**src/rtl/seq_mul_pkg.sv**
```systemverilog
// Shared definitions for the sequential shift-add multiplier: state encoding
// and the iteration-counter width helper.
package seq_mul_pkg;

    localparam logic [1:0] ST_IDLE = 2'd0;
    localparam logic [1:0] ST_CALC = 2'd1;
    localparam logic [1:0] ST_FIX  = 2'd2;
    localparam logic [1:0] ST_DONE = 2'd3;

    typedef enum logic [1:0] {
        IDLE = ST_IDLE,
        CALC = ST_CALC,
        FIX  = ST_FIX,
        DONE = ST_DONE
    } state_t;

    // Width needed to index every bit of a w-bit multiplier (never below 1).
    function automatic int cnt_width(input int w);
        return (w < 2) ? 1 : $clog2(w);
    endfunction

endpackage

```
**src/rtl/seq_mul_twos_abs.sv**
```systemverilog
// Combinational conditional two's-complement negate. Used both to take
// operand magnitudes at capture and to restore the product sign at the end.
// The most negative input negates to itself, which read as unsigned is the
// correct magnitude 2^(N-1).
module twos_abs #(
    parameter int N = 8
) (
    input  logic [N-1:0] value,
    input  logic         en,
    output logic [N-1:0] result
);

    logic signed [N-1:0] value_s;
    logic signed [N-1:0] negated_s;

    assign value_s   = value;
    assign negated_s = -value_s;
    assign result    = en ? negated_s : value;

endmodule

```
**src/rtl/seq_mul.sv**
```systemverilog
// Sequential W x W shift-add multiplier, unsigned or two's-complement signed
// per operation. MSB-first accumulation over W cycles plus one sign-fix
// cycle; the product is held in a register until the next result.
module seq_mul
    import seq_mul_pkg::*;
#(
    parameter int W = 8
) (
    input  logic           ck,
    input  logic           rst_n,
    input  logic           start,
    input  logic           sgn,
    input  logic [W-1:0]   A,
    input  logic [W-1:0]   B,
    output logic [2*W-1:0] O,
    output logic           busy,
    output logic           fin
);

    localparam int            CW   = cnt_width(W);
    localparam logic [CW-1:0] LAST = CW'(W - 1);

    state_t          state;
    logic [W-1:0]    amag;
    logic [W-1:0]    bmag;
    logic            neg;
    logic [2*W-1:0]  acc;
    logic [CW-1:0]   cnt;

    logic [W-1:0]    a_abs;
    logic [W-1:0]    b_abs;
    logic            a_neg;
    logic            b_neg;
    logic            accept;
    logic [CW-1:0]   bit_idx;
    logic [2*W-1:0]  addend;
    logic [2*W-1:0]  acc_next;
    logic [2*W-1:0]  acc_fix;

    // Operand signs only matter in signed mode; unsigned operands pass through.
    assign a_neg = sgn & A[W-1];
    assign b_neg = sgn & B[W-1];

    // A new operation may be accepted from IDLE or straight out of DONE.
    assign accept = start && ((state == IDLE) || (state == DONE));

    twos_abs #(.N(W)) u_abs_a (
        .value  (A),
        .en     (a_neg),
        .result (a_abs)
    );

    twos_abs #(.N(W)) u_abs_b (
        .value  (B),
        .en     (b_neg),
        .result (b_abs)
    );

    twos_abs #(.N(2 * W)) u_fix (
        .value  (acc),
        .en     (neg),
        .result (acc_fix)
    );

    // One MSB-first shift-add step: the multiplier bit for iteration cnt is W-1-cnt.
    always_comb begin
        bit_idx  = LAST - cnt;
        addend   = bmag[bit_idx] ? {{W{1'b0}}, amag} : '0;
        acc_next = {acc[2*W-2:0], 1'b0} + addend;
    end

    // Control FSM with registered busy/fin/product outputs.
    always_ff @(posedge ck or negedge rst_n) begin
        if (!rst_n) begin
            state <= IDLE;
            amag  <= '0;
            bmag  <= '0;
            neg   <= 1'b0;
            acc   <= '0;
            cnt   <= '0;
            O     <= '0;
            busy  <= 1'b0;
            fin   <= 1'b0;
        end else begin
            case (state)
                IDLE, DONE: begin
                    fin <= 1'b0;
                    if (accept) begin
                        amag  <= a_abs;
                        bmag  <= b_abs;
                        neg   <= a_neg ^ b_neg;
                        acc   <= '0;
                        cnt   <= '0;
                        busy  <= 1'b1;
                        state <= CALC;
                    end else begin
                        state <= IDLE;
                    end
                end
                CALC: begin
                    acc <= acc_next;
                    cnt <= cnt + CW'(1);
                    if (cnt == LAST) begin
                        state <= FIX;
                    end
                end
                FIX: begin
                    O     <= acc_fix;
                    busy  <= 1'b0;
                    fin   <= 1'b1;
                    state <= DONE;
                end
                default: begin
                    busy  <= 1'b0;
                    fin   <= 1'b0;
                    state <= IDLE;
                end
            endcase
        end
    end

endmodule

```
**config.mk**
```make
export PLATFORM = sky130hd
export DESIGN_NAME = seq_mul
export DESIGN_NICKNAME = d
export VERILOG_FILES = /design/src/rtl/seq_mul_pkg.sv /design/src/rtl/seq_mul_twos_abs.sv /design/src/rtl/seq_mul.sv
export SDC_FILE = /design/constraint.sdc
export NUM_CORES = 1
export LEC_CHECK = 0
export ABC_AREA = 1
export BUFFER_PORTS_ARGS = -buffer_cell sky130_fd_sc_hd__buf_2
export CORE_MARGIN = 1
export CORE_UTILIZATION = 35
export DETAILED_ROUTE_END_ITERATION = 8
export GPL_ROUTABILITY_DRIVEN = 0
export PLACE_DENSITY_LB_ADDON = 0.12
export SKIP_CTS_REPAIR_TIMING = 1
export SYNTH_ARGS = -nofsm -noshare
export SYNTH_HDL_FRONTEND = slang
export SYNTH_SLANG_ARGS = --single-unit
```
**constraint.sdc**
```tcl
create_clock -name ck -period 4.9 [get_ports ck]
set_input_delay 1.47 -clock ck [delete_from_list [all_inputs] [get_ports ck]]
set_output_delay 1.47 -clock ck [all_outputs]
set_load 0.02 [all_outputs]
```
==> results of run 1 <==
-- per-layer routing --
layer	vias to the layer above	track usage	wire length, um
met4	0	0.0385	106
li1	1648	-	-
met5	-	0	0
met3	7	0.0280	208
met1	1441	0.228	4200
met2	38	0.291	3690
-- report_power, final --
group | leakage (nW) | internal [mW] | switching, mW
logic | 1.36 | 0.320 | 0.658
registers | 0.737 | 0.607 | 0.105
clock network | 0.0516 | 0.116 | 0.163
-- worst max-delay path: stages --
cell,delay [ns]
buf_2,0.10
nand2_2,0.32
inv_2,0.18
a21oi_2,0.57
nor2_4,0.21
inv_1,0.14
a21oi_1,0.04
o21ai_0,0.07
nand2_1,0.07
-- path summary, 6_finish.rpt --
path | to | slack (ns) | depth (start not counted)
max | acc[7] | 1.92 | 9
min | O[15] | 0.48 | 2
max reg2reg | acc[9] | 2.13 | 17
min reg2reg | O[15] | 0.48 | 2
max in group asynchronous | acc[6] | 2.88 | 2
min in group asynchronous | amag[3] | 1.23 | 1
-- cells by family after synthesis --
group           Yosys count
buf+inv                  81
compound gates           70
fa+ha+maj                16
flops                    56
mux                       1
xor+xnor                 14
simple gates            261
-- state kept, by name, summed over array words and instances, names as in the netlist --
signal and count:
acc 16, bmag 8, amag 8, neg 1, state 2, O 16, fin 1, cnt 3
busy 1
-- per-stage QoR --
| step | hold WS, ns | area (sq um) |
|---|---|---|
| finish | 0.483 | 3920 |
| global placement | 0.458 | 3830 |
| floorplan | 0.448 | 3530 |
| global route | 0.507 | 3920 |
| CTS | 0.489 | 3920 |
| detailed placement | 0.461 | 3830 |
-- Yosys cell counts, drive strengths merged --
| master | n |
|---|---|
| a22oi | 1 |
| ha | 15 |
| or2 | 3 |
| nand4 | 3 |
| nor3 | 1 |
| nor2 | 44 |
| inv | 70 |
| a31oi | 1 |
| dfrtp | 56 |
| mux2 | 1 |
| and3 | 1 |
| o21ai | 53 |
| clkbuf | 5 |
| a21oi | 11 |
| and2 | 2 |
| buf | 6 |
| xnor2 | 3 |
| o22ai | 4 |
| xor2 | 11 |
| nand2 | 152 |
| fa | 1 |
| nand3 | 55 |
-- final cells by class --
class                           instances  area share
Inverter                               70      0.0670
Timing Repair Buffer                   38      0.0491
Multi-Input combinational cell        362       0.460
Sequential cell                        56       0.357
Clock buffer                            6      0.0211
Clock inverter                          2     0.00351
Tap cell                              133      0.0424
==> run metrics, run 1 <==
H-tree depth=2; diode count=0; crit path launch type=input pin; Reg area=1400 sq um; DP Cell Count=659; required time of the critical path=slightly above 5 ns; Area contributors post-synth=dfrtp_1, nand2_1, nand3_1; Layout area overhead=11.2%; Die W=slightly above 100 um; critical path startpoint=start; yosys warns=0; die area=10500 sq um; vias in the first global route=about 3000; area share of the leading cell type in the synthesized netlist=0.397; vias per std cell=4.70; simple-gate portion of the synthesized area=0.310; share of post-route cells with drive strength above 1=0.112; Compound-Gate Fraction of Synth Area=0.104; Seq/Total Area, Yosys=0.397; Max VDD drop=roughly 180 uV; Clk pin slew, worst setup/hold paths=~0.10 ns; status=finished, final reports clean; Max Slew Vio Count=0; commonest non-fill, non-tap cell in the layout=nand2_1; Avg Synthesized Cell Area=just over 7 sq um; core area=approximately 9800 sq um; DR iter-0 viols=119; dpl ws=between 1.5 and 2 ns; Yosys reg bits=between 50 and 60; worst skew pair latency=roughly 0.32 ns; Synth Area in XOR/XNOR=0.0348; Pwr Total=roughly 2.0 mW; Syn Nets=about 540; Buffers on Ports=37; hold wc startpoint=O[15]; largest net degree at the start of global routing=37; setup violators final=0; Synth Instances=~500; initial antenna violation count=0; fin util=0.401; vias=~3100; GRT Residual Overflow=0; RSZ-0062 raised after global routing=no; Clock Tree Root=clkbuf_8; main combinational cell family by area after synthesis=simple AND/OR/NAND/NOR gates; global-route wire length before repair=14100 um; IO Pins=38; fin nets=between 500 and 600; Tmin final=slightly below 3 ns; skew final=roughly 0.011 ns; synthesized cell area=approximately 3500 sq um; post-synthesis adder-cell area fraction=0.0589; Max Fclk=336 MHz; Num CTS Buffers=5; dpl hpwl=approximately 6400 um; Rows=36; Rel. slew slack=0.452; CP max FO=26; count of final hold-check violations=0; Cell variety after synth=34; Wirelength per Cell=12.3 um; Crit path arrival time=roughly 3.2 ns; Max clock buf depth=2; Crit. End Element=flop; final worst slack=between 1.5 and 2 ns; DRT Pass-1 Iters=4; hold crit path type=reg2reg; gr usage total=0.171; maxcap violations=0; Chip Height=102 um; drc violations=0; multi-input logic area=1800 sq um; Period Utilization, post-route=0.608; Synth area leader=dfrtp_1; TritonCTS clock tree=yes; final std cells w/o fill=between 600 and 700; PwrDens=502 nW/um^2; Clock Sinks=56; RR Startpoint=cnt[0]; most frequent cells in the layout=nand2_1, inv_1, dfrtp_1; Worst-Margin Slew=0.821 ns; post-synthesis mux area share=0.00319; Initial Util=0.361; post-route ant nets=0; LEAKAGE=2.15 nW; WS Path Type=in2reg; TNS Setup=0 ns; Routed WL=a little over 8000 um; Fill cells=roughly 1100
(Power assumes the default switching activity.)
==> inputs of run 2 (changes only) <==
Clock period 4.9 ns to 2.6 ns, I/O delays scaled along.
==> run 2 against run 1 <==
  * Utilization is 1.2 points higher
  * Critical path type is now reg2reg
  * Global-route usage is 0.58 points higher
  * Die area stayed put
  * Largest cell class unchanged
==> run metrics, run 2 (synthesized netlist as in run 1, its figures left out) <==
required time of the critical path=2.82 ns (was 5.11 ns); DP Cell Count=665 (was 659); maxcap violations=0 (unchanged); final std cells w/o fill=674 (was 667); Max clock buf depth=2 (unchanged); vias in the first global route=3137 (was 3065); LEAKAGE=2.21 nW (was 2.15 nW); GRT Residual Overflow=0 (unchanged); RR Startpoint=cnt[0] (unchanged); PwrDens=984 nW/um^2 (was 502 nW/um^2); Buffers on Ports=37 (unchanged); Chip Height=102 um (unchanged); count of final hold-check violations=0 (unchanged); commonest non-fill, non-tap cell in the layout=nand2_1 (unchanged); worst r2r path cells=17 (unchanged); fin area=4040 sq um (was 3920 sq um); Max VDD drop=356 uV (was 181 uV); Die W=102 um (unchanged); status=finished, final reports clean (unchanged); vias per std cell=4.71 (was 4.70); Max Slew Vio Count=0 (unchanged); Clk pin slew, worst setup/hold paths=0.11 ns (was 0.10 ns); leading registers by flop count=O x16, acc x16 (unchanged); H-tree depth=2 (unchanged); Wirelength per Cell=12.3 um (about the same); Worst path slowest cell=dfrtp_1 (was a21oi_2); vias=3174 (was 3134); most frequent cells in the layout=nand2_1, inv_1, dfrtp_1 (unchanged); Num CTS Buffers=5 (unchanged); Worst-Margin Slew=0.432 ns (was 0.821 ns); CP Cell Sequence=inv_2 > a21oi_1 > o21ai_0 > nand2_1 > nand2_1 > nand2_1 > inv_1 > buf_4 > nor2_1 > ha_1 > nand2_1 > nor2_2 > nand3_1 > nand3_1 > nand2_1 > nand3_1 > nand2_1 (was buf_2 > nand2_2 > inv_2 > a21oi_2 > nor2_4 > inv_1 > a21oi_1 > o21ai_0 > nand2_1); FF-to-FF setup slack=0.28 ns (was 2.13 ns); CP max FO=8 (was 26); Tmin final=approximately 2.3 ns; crit path launch type=flop (was input pin); TNS Setup=0 ns (unchanged); global-route wire length before repair=14500 um (was 14100 um); Clock Sinks=56 (unchanged); WS Path Type=reg2reg (was in2reg); die area=10500 sq um (unchanged); core area=9770 sq um (unchanged); Crit path arrival time=2.54 ns (was 3.19 ns); Rel. slew slack=0.712 (was 0.452); DRT Pass-1 Iters=4 (unchanged); setup violators final=0 (unchanged); worst skew pair latency=0.32 ns (about the same); Max Fclk=roughly 430 MHz; hold crit path type=in2async (was reg2reg); Routed WL=8270 um (was 8210 um); skew final=0.0107 ns (was 0.0108 ns); Clock Tree Root=clkbuf_8 (unchanged); RR Endpoint=acc[15] (was acc[9]); worst stage delay on the critical path=0.42 ns (was 0.57 ns); Period Utilization, post-route=0.893; DR iter-0 viols=147 (was 119); share of post-route cells with drive strength above 1=0.133 (was 0.112); Rows=36 (unchanged); TritonCTS clock tree=yes (unchanged); Placed Area=3880 sq um (was 3830 sq um); post-route ant nets=0 (unchanged); IO Pins=38 (unchanged); Layout area overhead=14.5% (was 11.2%); gr usage total=0.177 (was 0.171); fin util=0.413 (was 0.401); dpl hpwl=6320 um (was 6360 um); Pwr Total=3.98 mW (was 1.97 mW); largest net degree at the start of global routing=57 (was 37); diode count=0 (unchanged); initial antenna violation count=0 (unchanged); Initial Util=0.361 (unchanged); most used cell, CP=nand2_1; drc violations=0 (unchanged); Crit. End Element=flop (unchanged); fin nets=576 (was 569)
[run 2: cell count changes in the layout (fill, tap and decap cells not counted), sizes merged]
cell    previous run  this run
bufinv             0         2
clkbuf             6         5
buf               38        45
clkinv             1         0
[run 2: how the worst max path moves through the flow]
stage / from / end / slack [ns]
global placement: cnt[0] / acc[15] / 0.15
detailed placement: cnt[0] / acc[9] / 0.14
floorplan: cnt[0] / acc[9] / 0.31
global route: cnt[0] / acc[11] / -0.008
finish: cnt[0] / acc[15] / 0.28
CTS: cnt[0] / acc[9] / 0.11
[run 2: layout make-up]
type / count / area [sq um]
tap: 133 / 166
multi-input combinational: 362 / 1820
clock buffer: 5 / 68.8
clock inverter: 3 / 68.8
timing repair buffer: 45 / 258
fill: 1089 / 5730
sequential: 56 / 1400
inverter: 70 / 263
[run 2: through the flow]
stage / worst slack [ns] / hold WS (ns)
CTS: 0.105 / 0.458
global placement: 0.154 / 0.459
floorplan: 0.310 / 0.448
global route: -0.00849 / 0.462
finish: 0.277 / 0.454
detailed placement: 0.135 / 0.461
[run 2: where the power goes]
part	leakage (nW)	internal (mW)	switching [mW]	total (mW)
Combinational	1.40	0.671	1.26	1.94
Clock	0.0687	0.388	0.313	0.701
Sequential	0.737	1.14	0.194	1.34
Total	2.21	2.20	1.77	3.98
[run 2: metal layers]
| layer | share of wire | track usage |
|---|---|---|
| met1 | 0.51 | 0.233 |
| met2 | 0.46 | 0.307 |
| met3 | 0.021 | 0.0233 |
| met4 | 0.0085 | 0.0429 |
| met5 | 0 | 0 |
[run 2: worst max-delay path: cells and delay by family (launching register included)]
kind	cells	cell delay (ns)
flip-flops	1	0.42
AND/OR/NAND/NOR	11	0.98
buffers and inverters	3	0.33
AO/OA/AOI/OAI	2	0.15
adder cells (fa/ha/maj)	1	0.33
